**src/rtl/key_repeat_conditioner.sv**
```systemverilog
// Turns three raw active-low push-buttons into clean active-low strobes for the
// theta adjustment stage: 2-FF sync, per-key debounce, one-shot plus auto-repeat.
module key_repeat_conditioner #(
  parameter int unsigned DEBOUNCE_CYCLES = 500000,
  parameter int unsigned PULSE_CYCLES    = 50000,
  parameter int unsigned REPEAT_DELAY    = 25000000,
  parameter int unsigned REPEAT_PERIOD   = 10000000
) (
  input  logic       i_clock,
  input  logic       i_reset,
  input  logic       i_key_inc_n,
  input  logic       i_key_dec_n,
  input  logic       i_key_rst_n,
  output logic       o_increase,
  output logic       o_decrease,
  output logic       o_theta_reset,
  output logic [1:0] o_state
);

  typedef enum logic [1:0] {
    ST_IDLE    = 2'd0,
    ST_FIRE    = 2'd1,
    ST_HOLD    = 2'd2,
    ST_LOCKOUT = 2'd3
  } state_t;

  localparam logic [31:0] DB_LAST    = 32'(DEBOUNCE_CYCLES - 1);
  localparam logic [31:0] PULSE_LAST = 32'(PULSE_CYCLES - 1);
  localparam logic [31:0] DELAY_LIM  = 32'(REPEAT_DELAY);
  localparam logic [31:0] PERIOD_LIM = 32'(REPEAT_PERIOD);

  // Key index: 0 = inc, 1 = dec, 2 = theta reset. Levels are active-low.
  logic [2:0] raw_n;
  logic [2:0] sync1_q;
  logic [2:0] sync2_q;
  logic [2:0] pressed;

  assign raw_n = {i_key_rst_n, i_key_dec_n, i_key_inc_n};

  always_ff @(posedge i_clock or posedge i_reset) begin
    if (i_reset) begin
      sync1_q <= '1;
      sync2_q <= '1;
    end else begin
      sync1_q <= raw_n;
      sync2_q <= sync1_q;
    end
  end

  for (genvar k = 0; k < 3; k++) begin : g_debounce
    logic        lvl_q, lvl_d;
    logic [31:0] cnt_q, cnt_d;

    always_comb begin
      lvl_d = lvl_q;
      cnt_d = '0;
      if (sync2_q[k] != lvl_q) begin
        if (cnt_q == DB_LAST) begin
          lvl_d = sync2_q[k];
        end else begin
          cnt_d = cnt_q + 32'd1;
        end
      end
    end

    always_ff @(posedge i_clock or posedge i_reset) begin
      if (i_reset) begin
        lvl_q <= 1'b1;
        cnt_q <= '0;
      end else begin
        lvl_q <= lvl_d;
        cnt_q <= cnt_d;
      end
    end

    assign pressed[k] = ~lvl_q;
  end

  logic p_inc, p_dec, p_rst;
  assign p_inc = pressed[0];
  assign p_dec = pressed[1];
  assign p_rst = pressed[2];

  state_t      state_q, state_d;
  logic        dir_q, dir_d;       // 0 = increase, 1 = decrease
  logic        first_q, first_d;   // current FIRE/HOLD belongs to the initial press
  logic [31:0] timer_q, timer_d;
  logic        inc_q, inc_d;
  logic        dec_q, dec_d;
  logic        trst_q, trst_d;
  logic        held, opposite;

  assign held     = dir_q ? p_dec : p_inc;
  assign opposite = dir_q ? p_inc : p_dec;

  always_comb begin
    state_d = state_q;
    dir_d   = dir_q;
    first_d = first_q;
    timer_d = timer_q;

    if (p_rst) begin
      state_d = ST_IDLE;
      timer_d = '0;
    end else begin
      unique case (state_q)
        ST_IDLE: begin
          if (p_inc && p_dec) begin
            state_d = ST_LOCKOUT;
          end else if (p_inc ^ p_dec) begin
            state_d = ST_FIRE;
            dir_d   = p_dec;
            first_d = 1'b1;
            timer_d = '0;
          end
        end
        ST_FIRE: begin
          if (timer_q == PULSE_LAST) begin
            state_d = ST_HOLD;
            timer_d = '0;
          end else begin
            timer_d = timer_q + 32'd1;
          end
        end
        ST_HOLD: begin
          // Release wins over a coinciding repeat expiry.
          if (!held) begin
            state_d = ST_IDLE;
          end else if (opposite) begin
            state_d = ST_LOCKOUT;
          end else if (timer_q == (first_q ? DELAY_LIM : PERIOD_LIM)) begin
            state_d = ST_FIRE;
            first_d = 1'b0;
            timer_d = '0;
          end else begin
            timer_d = timer_q + 32'd1;
          end
        end
        ST_LOCKOUT: begin
          if (!p_inc && !p_dec) begin
            state_d = ST_IDLE;
          end
        end
        default: state_d = ST_IDLE;
      endcase
    end

    // Strobes are decoded from the next state so they register in step with it.
    inc_d  = !((state_d == ST_FIRE) && !dir_d);
    dec_d  = !((state_d == ST_FIRE) &&  dir_d);
    trst_d = !p_rst;
  end

  always_ff @(posedge i_clock or posedge i_reset) begin
    if (i_reset) begin
      state_q <= ST_IDLE;
      dir_q   <= 1'b0;
      first_q <= 1'b0;
      timer_q <= '0;
      inc_q   <= 1'b1;
      dec_q   <= 1'b1;
      trst_q  <= 1'b1;
    end else begin
      state_q <= state_d;
      dir_q   <= dir_d;
      first_q <= first_d;
      timer_q <= timer_d;
      inc_q   <= inc_d;
      dec_q   <= dec_d;
      trst_q  <= trst_d;
    end
  end

  assign o_increase    = inc_q;
  assign o_decrease    = dec_q;
  assign o_theta_reset = trst_q;
  assign o_state       = state_q;

endmodule

```
**config.mk**
```make
export PLATFORM = sky130hd
export DESIGN_NAME = key_repeat_conditioner
export DESIGN_NICKNAME = d
export VERILOG_FILES = /design/src/rtl/key_repeat_conditioner.sv
export SDC_FILE = /design/constraint.sdc
export NUM_CORES = 1
export LEC_CHECK = 0
export ABC_AREA = 1
export ABC_CLOCK_PERIOD_IN_PS = 4290
export CORE_MARGIN = 4
export CORE_UTILIZATION = 45
export CTS_BUF_LIST = sky130_fd_sc_hd__clkbuf_2 sky130_fd_sc_hd__clkbuf_4 sky130_fd_sc_hd__clkbuf_8
export DETAILED_ROUTE_END_ITERATION = 8
export PLACE_DENSITY = 0.68
export SLEW_MARGIN = 5
export SYNTH_ARGS = -nofsm -noshare
export SYNTH_HDL_FRONTEND = slang
export SYNTH_SLANG_ARGS = --single-unit
```
**constraint.sdc**
```tcl
create_clock -name i_clock -period 4.29 [get_ports i_clock]
set_clock_uncertainty 0.1 [all_clocks]
set_input_delay 0.429 -clock i_clock [delete_from_list [all_inputs] [get_ports i_clock]]
set_output_delay 0.429 -clock i_clock [all_outputs]
set_load 0.01 [all_outputs]
```
# [Word-level counts from Yosys, hierarchy flattened]
# Cells that the tools add are included.
[word_totals] out_inout_bits=5 wordCells=94 in_bits=5 regBits=144
[op_classes] bitwise_logic=3 add_sub_neg=4 muxes=36 n_eq_ne=22 n_reduce_logical=14
[ops] operator="2-to-1 mux 32 bit" n=13
[ops] operator="adder 32 x 1 -> 32 bit, second input constant" n=4
[ops] operator="equality test 32 x 19 -> 1 bit, second input constant" n=3
[ops] operator="case mux 32 bit (3 select lines)" n=1
[ops] operator="equality test 32 x 16 -> 1 bit, second input constant" n=1
[ops] operator="equality test 32 x 25 -> 1 bit" n=1
[ops] operator="2-to-1 mux 25 bit" n=1
[ops] operator="2-to-1 mux 2 bit" n=8
[ops] operator="!= test 3 bit, second input constant" n=4
[ops] operator="2-to-1 mux 1 bit" n=11
[ops] operator="!= test 2 bit, second input constant" n=5
[ops] operator="case mux 2 bit (4 select lines)" n=1
[ops] operator="AND reduction 7 bit" n=1
[ops] operator="AND reduction 2 bit" n=3
[ops] operator="AND reduction 5 bit" n=1
[ops] operator="equality test 2 x 1 -> 1 bit, second input constant" n=2
[ops] operator="equality test 2 bit, second input constant" n=2
[ops] operator="logical AND 1 bit" n=4
[ops] operator="!= test 4 x 1 -> 1 bit, second input constant" n=1
[ops] operator="logical NOT 1 bit" n=3
[ops] operator="!= test 1 bit" n=3
[ops] operator="logical NOT 2 bit" n=1
[ops] operator="inverter 1 bit" n=2
[ops] operator="case mux 1 bit (2 select lines)" n=1
[ops] operator="other kinds (2)" n=2

# [Logic depth before layout (Yosys ltp)]
# Gate-level depths: netlist of the first run.
[depth] depth_word=10 mapped_depth=15

# [Least setup slack after synthesis of the first run]
# No wires, ideal clock.
[synth_timing] path_kind="register -> register" from="reg g_debounce[0].lvl_q" to="reg timer_q[5]" stages_incl_launch_ff=10 synth_period_minus_slack_ns=2.185 slack_ns=2.105 t_arrival_ns=1.961 path_cell_list="dfstp_2 inv_1 ha_1 inv_1 o21ai_0 nand2_1 o21ai_4 buf_6 buf_4 a21oi_1"
[synth_via] elab_chain_cells=4 elab_cells_between_ends=10 classes_between="eq/ne (4); mux (2); bitwise (2); reduce/logical (2)"
[synth_rtl] item="start, declared" line_no="51" source="logic lvl_q, lvl_d;"
[synth_rtl] item="start signal, assigned" line_no="71" source="lvl_q <= lvl_d;"
[synth_rtl] item="inverter 1 bit *" line_no="76" source="assign pressed[k] = ~lvl_q;"
[synth_rtl] item="XOR 1 bit (tied with other cells)" line_no="110" source="end else if (p_inc ^ p_dec) begin"
[synth_rtl] item="!= test 3 bit (no line)"
[synth_rtl] item="AND reduction 5 bit (no line) *"
[synth_rtl] item="end signal, assigned" line_no="167" source="timer_q <= timer_d;"
[synth_rtl] item="end, declared" line_no="87" source="logic [31:0] timer_q, timer_d;"
# Every way passes the cells marked *; elsewhere a longest branch is shown, timed or not.
# A chain may end at the register's enable or synchronous reset.

# [Worst setup path after layout of the first run]
[layout_timing] from="reg g_debounce[0].lvl_q" to="reg timer_q[21]"
# Same word-level chain as after synthesis.

==> flow_metrics.env, run 1 <==
export IMPL_setup_violations=0
export IMPL_tritoncts="done"
export IMPL_setup_worst_path_end_class="register"
export IMPL_startpoint_type="register"
export IMPL_synth_top_area_share_pct=37.5
export IMPL_synth_ff_type="dfrtp_1"
export IMPL_syn_area_per_cell_um2=7.39
export IMPL_synth_most_common_cell="nand2_1"
export IMPL_num_vias=7687
export IMPL_cts_sinks=144
export IMPL_cp_max_fo=30
export IMPL_syn_to_final_growth_pct=8.43
export IMPL_clock_path_buffers=2
export IMPL_wirelength_um=20700
export IMPL_irDropWorstVdd_mv=0.178
export IMPL_fmax_ghz=0.338
export IMPL_syn_nets=1209
export IMPL_avgRoutedWirePerCell_um=14.0
export IMPL_p_int_mw=1.96
export IMPL_leakagePower_nw=3.77
export IMPL_regArea_mm2=0.00362
export IMPL_grt_use_total_pct=19.8
export IMPL_ys_types=43
export IMPL_tightestPinTransition_ps=960
export IMPL_initialDrtViolationCount=631
export IMPL_cts_hold_buf=0
export IMPL_finalPower_mw=2.59
export IMPL_synth_edf_count=0
export IMPL_drive_above_1_share_pct=7.99
export IMPL_initial_core_util_pct=46.5
export IMPL_synth_area_mm2=0.00882
export IMPL_p_comb_share_pct=2.4
export IMPL_postSynth_asyncResetShare_pct=100
export IMPL_synthCells=1193
export IMPL_core_mm2=0.0190
export IMPL_io_buffers=9
export IMPL_grt_pass1_vias=7354
export IMPL_p_clk_share_pct=44.4
export IMPL_hold_class="register to register"
export IMPL_relSlewSlack_pct=35.8
export IMPL_synthTopCellsByArea="dfrtp_1 (37%), nand2_1 (11%), nor2_1 (8.9%)"
export IMPL_p_switching_mw=0.630
export IMPL_dr_pass1_iters=6
export IMPL_finalInstanceArea_mm2=0.00956
export IMPL_drtAntennaViolNets=0
export IMPL_critPathRequiredTime_ps=4570
export IMPL_p_sw_share_pct=24.4
export IMPL_ctsResizeCount=0
export IMPL_num_rows=50
export IMPL_clk_pin_slew_ps=90
export IMPL_hpwl_um=15200
export IMPL_dieWidth_um=148
export IMPL_n_antenna_cell=0
export IMPL_h_tree_depth=4
export IMPL_fin_tns_setup_ps=0
export IMPL_place_gp_congestion=0.935
export IMPL_status="finished clean"
export IMPL_period_minus_slack_ps=2960
export IMPL_min_period_over_period_pct=68.9
export IMPL_p_per_area_mw_per_mm2=271
export IMPL_die_h_um=148
export IMPL_cts_setup_buffers=0
export IMPL_path_class="register to register"
export IMPL_clk_latency_ps=460
export IMPL_finalHoldViolCount=0
export IMPL_ctsRootBufferMaster="clkbuf_8"
export IMPL_drv_slew=0
export IMPL_vias_per_cell=5.22
export IMPL_synth_largest_area_cell="dfrtp_1"
export IMPL_n_fill_cell=1821
export IMPL_ys_top_cells_by_count="nand2_1 (258), nor2_1 (209), inv_1 (149), dfrtp_1 (132), xor2_1 (65)"
export IMPL_place_area_mm2=0.00914
export IMPL_cp_arrival_ps=3240
export IMPL_grt_pass1_wl_um=35900
export IMPL_grt_max_degree=145
export IMPL_ioPinCount=10
export IMPL_maxCapViolCount=0
export IMPL_ys_ff_latch=144
export IMPL_multi_input_area_mm2=0.00449
export IMPL_yosysWarnings=0
export IMPL_overflow=0
export IMPL_dieArea_mm2=0.0219
export IMPL_seq_power_share_pct=53.2
export IMPL_cts_made_buffers=17
export IMPL_ys_seq_area_share_pct=41.0
export IMPL_nets=1217
export IMPL_antenna_found_initial=0
export IMPL_drc_errors=0
export IMPL_rsz0062_at_grt="no"
-- path summary, 6_finish.rpt --
kind	from	end	slack, ps	cells past startpoint
worst max-delay path	g_debounce[0].lvl_q$_DFFE_PP1P_	timer_q[21]$_DFFE_PP0P_	1330	11
worst min register to register	sync1_q[2]$_DFF_PP1_	sync2_q[2]$_DFF_PP1_	260	0
worst max register to register	g_debounce[0].lvl_q$_DFFE_PP1P_	timer_q[21]$_DFFE_PP0P_	1330	11
min in group asynchronous	i_reset	g_debounce[1].cnt_q[10]$_DFF_PP0_	420	3
worst min-delay path	sync1_q[2]$_DFF_PP1_	sync2_q[2]$_DFF_PP1_	260	0
max in group asynchronous	i_reset	timer_q[7]$_DFFE_PP0P_	3100	3
-- routing by layer --
metal	global-route usage, %	vias up	routed length (µm)
met5	0	-	0
met4	6.19	0	346
met3	3.46	26	760
met2	31.2	168	9600
met1	28.1	3615	10000
li1	-	3878	-
-- per-stage QoR --
step / hold slack [ps] / worst slack (ps) / instances / util, %
CTS: 243 / 1330 / 1474 / 50.4
finish: 259 / 1330 / 1474 / 50.4
global route: 238 / 1090 / 1474 / 50.4
global placement: 247 / 1430 / 1442 / 48.2
detailed placement: 247 / 1350 / 1442 / 48.2
floorplan: 245 / 1970 / 1193 / -
-- sequential cells by signal (all words and copies together), names as in the netlist --
register          count
o_state               2
o_theta_reset         1
dir_q                 1
first_q               1
o_increase            1
sync2_q               3
g_debounce.cnt_q     96
g_debounce.lvl_q      3
sync1_q               3
timer_q              32
o_decrease            1
-- layout make-up --
class	instances	area share (%)
timing repair buffer	11	1.36
clock buffer	20	2.88
multi-input combinational	875	47.0
tap	260	3.40
clock inverter	12	1.52
inverter	152	6.01
sequential	144	37.9
-- cells in the final DEF (no fill, tap or decap), drive strengths merged, types with 4 or more instances in the layout --
cell	instances
a21oi	48
a31oi	4
clkbuf	20
clkdlybuf4s50	9
clkinv	5
dfrtp	132
dfstp	12
ha	11
inv	155
nand2	270
nand3	62
nand4	58
nor2	218
nor3	66
nor3b	7
nor4	23
o21ai	18
xnor2	13
xor2	65
-- critical path, cell delays in order, from the launching register on --
cell and delay (ps):
dfstp_2 580, inv_1 70, ha_1 290, inv_1 70, o21ai_0 230, nand2_1 160, o21ai_4 790, buf_12 260
nand4_1 100, nand2_1 70, nand2_1 60, a21oi_2 100
-- power groups by stage --
stage	sequential (mW)	clock, mW	combinational [mW]
after detailed placement	1.40	0	0.0654
after floorplan	1.40	0	0.0454
after CTS	1.38	1.18	0.0658
final	1.38	1.15	0.0629
after global routing	1.38	1.23	0.0739
after global placement	1.40	0	0.0649
-- cell families (layout without fill, tap and decap cells) --
logic type | after synthesis | count (layout) | synth area share [%]
DFF | 144 | 144 | 41.0
buffers and inverters | 174 | 195 | 8.02
xor gates and xnor gates | 78 | 78 | 7.75
AOI/OAI and AO/OA | 77 | 77 | 5.32
adders and majority gates | 11 | 11 | 1.56
and+or+nand+nor | 709 | 709 | 36.3
No activity file was read; power rests on OpenSTA's default activity.
==> run 2: changes to the inputs <==
ABC_CLOCK_PERIOD_IN_PS = 2670   (was 4290)
clock period = 2.67 ns   (was 4.29 ns; I/O delays follow)
==> run 2 against run 1 <==
Routed wire length fell by 2.1%. Register-to-register slack got worse by 1100 ps. Sequential share of layout area fell by 0.23 points. Die area did not move. Highest routed layer unchanged. Sequential power rose by 60%. Design area rose by 0.60%. Critical path depth did not move. Non-clock buffer count rose by 5. Critical endpoint is now timer_q[20]$_DFFE_PP0P_. First-iteration DRC count rose by 0.48%.
==> flow_metrics.env, run 2 (same netlist as run 1, synthesis figures left out) <==
export IMPL_status="finished clean"
export IMPL_relSlewSlack_pct=52.2
export IMPL_startpoint_type="register"
export IMPL_multi_input_area_mm2=0.00449
export IMPL_p_sw_share_pct=23.2
export IMPL_critPathCapture="timer_q[20]$_DFFE_PP0P_"
export IMPL_cts_made_buffers=17
export IMPL_num_rows=50
export IMPL_p_int_mw=3.22
export IMPL_seq_power_share_pct=52.8
export IMPL_preCtsSetupSlack_ps=208
export IMPL_top_layer="met4"
export IMPL_rsz0062_at_grt="no"
export IMPL_critPathLaunch="g_debounce[0].lvl_q$_DFFE_PP1P_"
export IMPL_ctsResizeCount=0
export IMPL_p_per_area_mw_per_mm2=436
export IMPL_initial_core_util_pct=46.5
export IMPL_p_comb_share_pct=2.5
export IMPL_maxCapViolCount=0
export IMPL_p_switching_mw=0.973
export IMPL_cp_arrival_ps=2750
export IMPL_hpwl_um=15200
export IMPL_drv_slew=0
export IMPL_wirelength_met1_um=9840
export IMPL_layout_common_cells="nand2_1 (258), nor2_1 (209), inv_1 (148)"
export IMPL_finalPower_mw=4.19
export IMPL_place_gp_congestion=0.946
export IMPL_dr_pass1_iters=6
export IMPL_finalHoldViolCount=0
export IMPL_core_mm2=0.0190
export IMPL_drc_errors=0
export IMPL_antenna_found_initial=0
export IMPL_r2r_slack_ps=200
export IMPL_worstReg2RegStart="g_debounce[0].lvl_q$_DFFE_PP1P_"
export IMPL_num_vias=7567
export IMPL_largest_reg_flops=96
export IMPL_regMostFlops="g_debounce.cnt_q"
export IMPL_grt_pass1_vias=7309
export IMPL_dp_cells=1447
export IMPL_grt_max_degree=85
export IMPL_tightestPinTransition_ps=710
export IMPL_avgRoutedWirePerCell_um=13.7
export IMPL_cts_setup_buffers=0
export IMPL_fmax_ghz=0.405
export IMPL_initialDrtViolationCount=634
export IMPL_finalInstanceArea_mm2=0.00962
export IMPL_dieWidth_um=148
export IMPL_r2r_end="timer_q[20]$_DFFE_PP0P_"
export IMPL_syn_to_final_growth_pct=9.08
export IMPL_clock_path_buffers=2
export IMPL_ioPinCount=10
export IMPL_regArea_mm2=0.00362
export IMPL_ctsRootBufferMaster="clkbuf_8"
export IMPL_period_minus_slack_ps=2470
export IMPL_leakagePower_nw=3.81
export IMPL_grt_use_total_pct=19.3
export IMPL_layout_setup_ws_ps=202
export IMPL_cts_sinks=144
export IMPL_irDropWorstVdd_mv=0.326
export IMPL_wirelength_um=20300
export IMPL_route_met2_wl_um=9270
export IMPL_worst_r2r_cell_count=11
export IMPL_io_buffers=9
export IMPL_fin_tns_setup_ps=0
export IMPL_die_h_um=148
export IMPL_path_class="register to register"
export IMPL_drive_above_1_share_pct=8.37
export IMPL_clk_latency_ps=470
export IMPL_top_regs="g_debounce.cnt_q (96), timer_q (32)"
export IMPL_cts_hold_buf=0
export IMPL_cp_max_fo=20
export IMPL_grt_pass1_wl_um=35000
export IMPL_clk_pin_slew_ps=80
export IMPL_overflow=0
export IMPL_final_cells=1479
export IMPL_n_antenna_cell=0
export IMPL_hold_class="input pin to register"
export IMPL_nets=1222
export IMPL_place_area_mm2=0.00919
export IMPL_layout_commonest_cell="nand2_1"
export IMPL_setup_worst_path_end_class="register"
export IMPL_critPathRequiredTime_ps=2950
export IMPL_setup_violations=0
export IMPL_wl_met3_um=821
export IMPL_tritoncts="done"
export IMPL_p_clk_share_pct=44.7
export IMPL_drtAntennaViolNets=0
export IMPL_n_fill_cell=1845
export IMPL_h_tree_depth=4
export IMPL_min_period_over_period_pct=92.4
export IMPL_dieArea_mm2=0.0219
export IMPL_vias_per_cell=5.12
-- run 2: area by class of cell --
cell class / instances / share of cell area (%)
timing repair buffer: 16 / 1.87
clock inverter: 11 / 1.64
sequential: 144 / 37.6
inverter: 152 / 5.97
clock buffer: 21 / 2.81
tap: 260 / 3.38
multi-input combinational: 875 / 46.7
-- run 2: metrics by stage --
step,hold WS (ps),utilization [%]
after floorplan,171,-
after global placement,245,48.5
after detailed placement,254,48.5
after CTS,92.7,50.7
after global routing,81.5,50.7
final,110,50.7
-- run 2: worst min path at each step --
stage / startpoint / end / slack (ps) / depth (start not counted)
after global placement: sync1_q[2]$_DFF_PP1_ / sync2_q[2]$_DFF_PP1_ / 250 / 0
after floorplan: i_key_inc_n / sync1_q[0]$_DFF_PP1_ / 170 / 0
final: i_key_inc_n / sync1_q[0]$_DFF_PP1_ / 110 / 1
after CTS: i_key_dec_n / sync1_q[1]$_DFF_PP1_ / 90 / 1
after detailed placement: sync1_q[2]$_DFF_PP1_ / sync2_q[2]$_DFF_PP1_ / 250 / 0
after global routing: i_key_inc_n / sync1_q[0]$_DFF_PP1_ / 80 / 1
-- run 2: power groups by stage --
stage                     combinational, mW  sequential (mW)  clock [mW]
after floorplan                      0.0730             2.25           0
after global placement                0.109             2.25           0
after detailed placement              0.111             2.25           0
after CTS                             0.111             2.21        1.92
after global routing                  0.124             2.21        2.01
final                                 0.105             2.21        1.87
-- run 2: per-layer routing --
metal | global-route usage, % | up-vias
li1 | - | 3878
met1 | 27.3 | 3496
met2 | 30.2 | 165
met3 | 3.59 | 28
met4 | 6.28 | 0
met5 | 0 | -
-- run 2: critical path, cell delays in order (launching register included) --
cell     delay, ps
dfstp_2        590
inv_1           80
ha_1           300
inv_1           60
o21ai_0        210
nand2_1        150
o21ai_4        200
buf_4          270
nand2_1        120
o21ai_1        130
nand2_1         60
a21oi_1        110
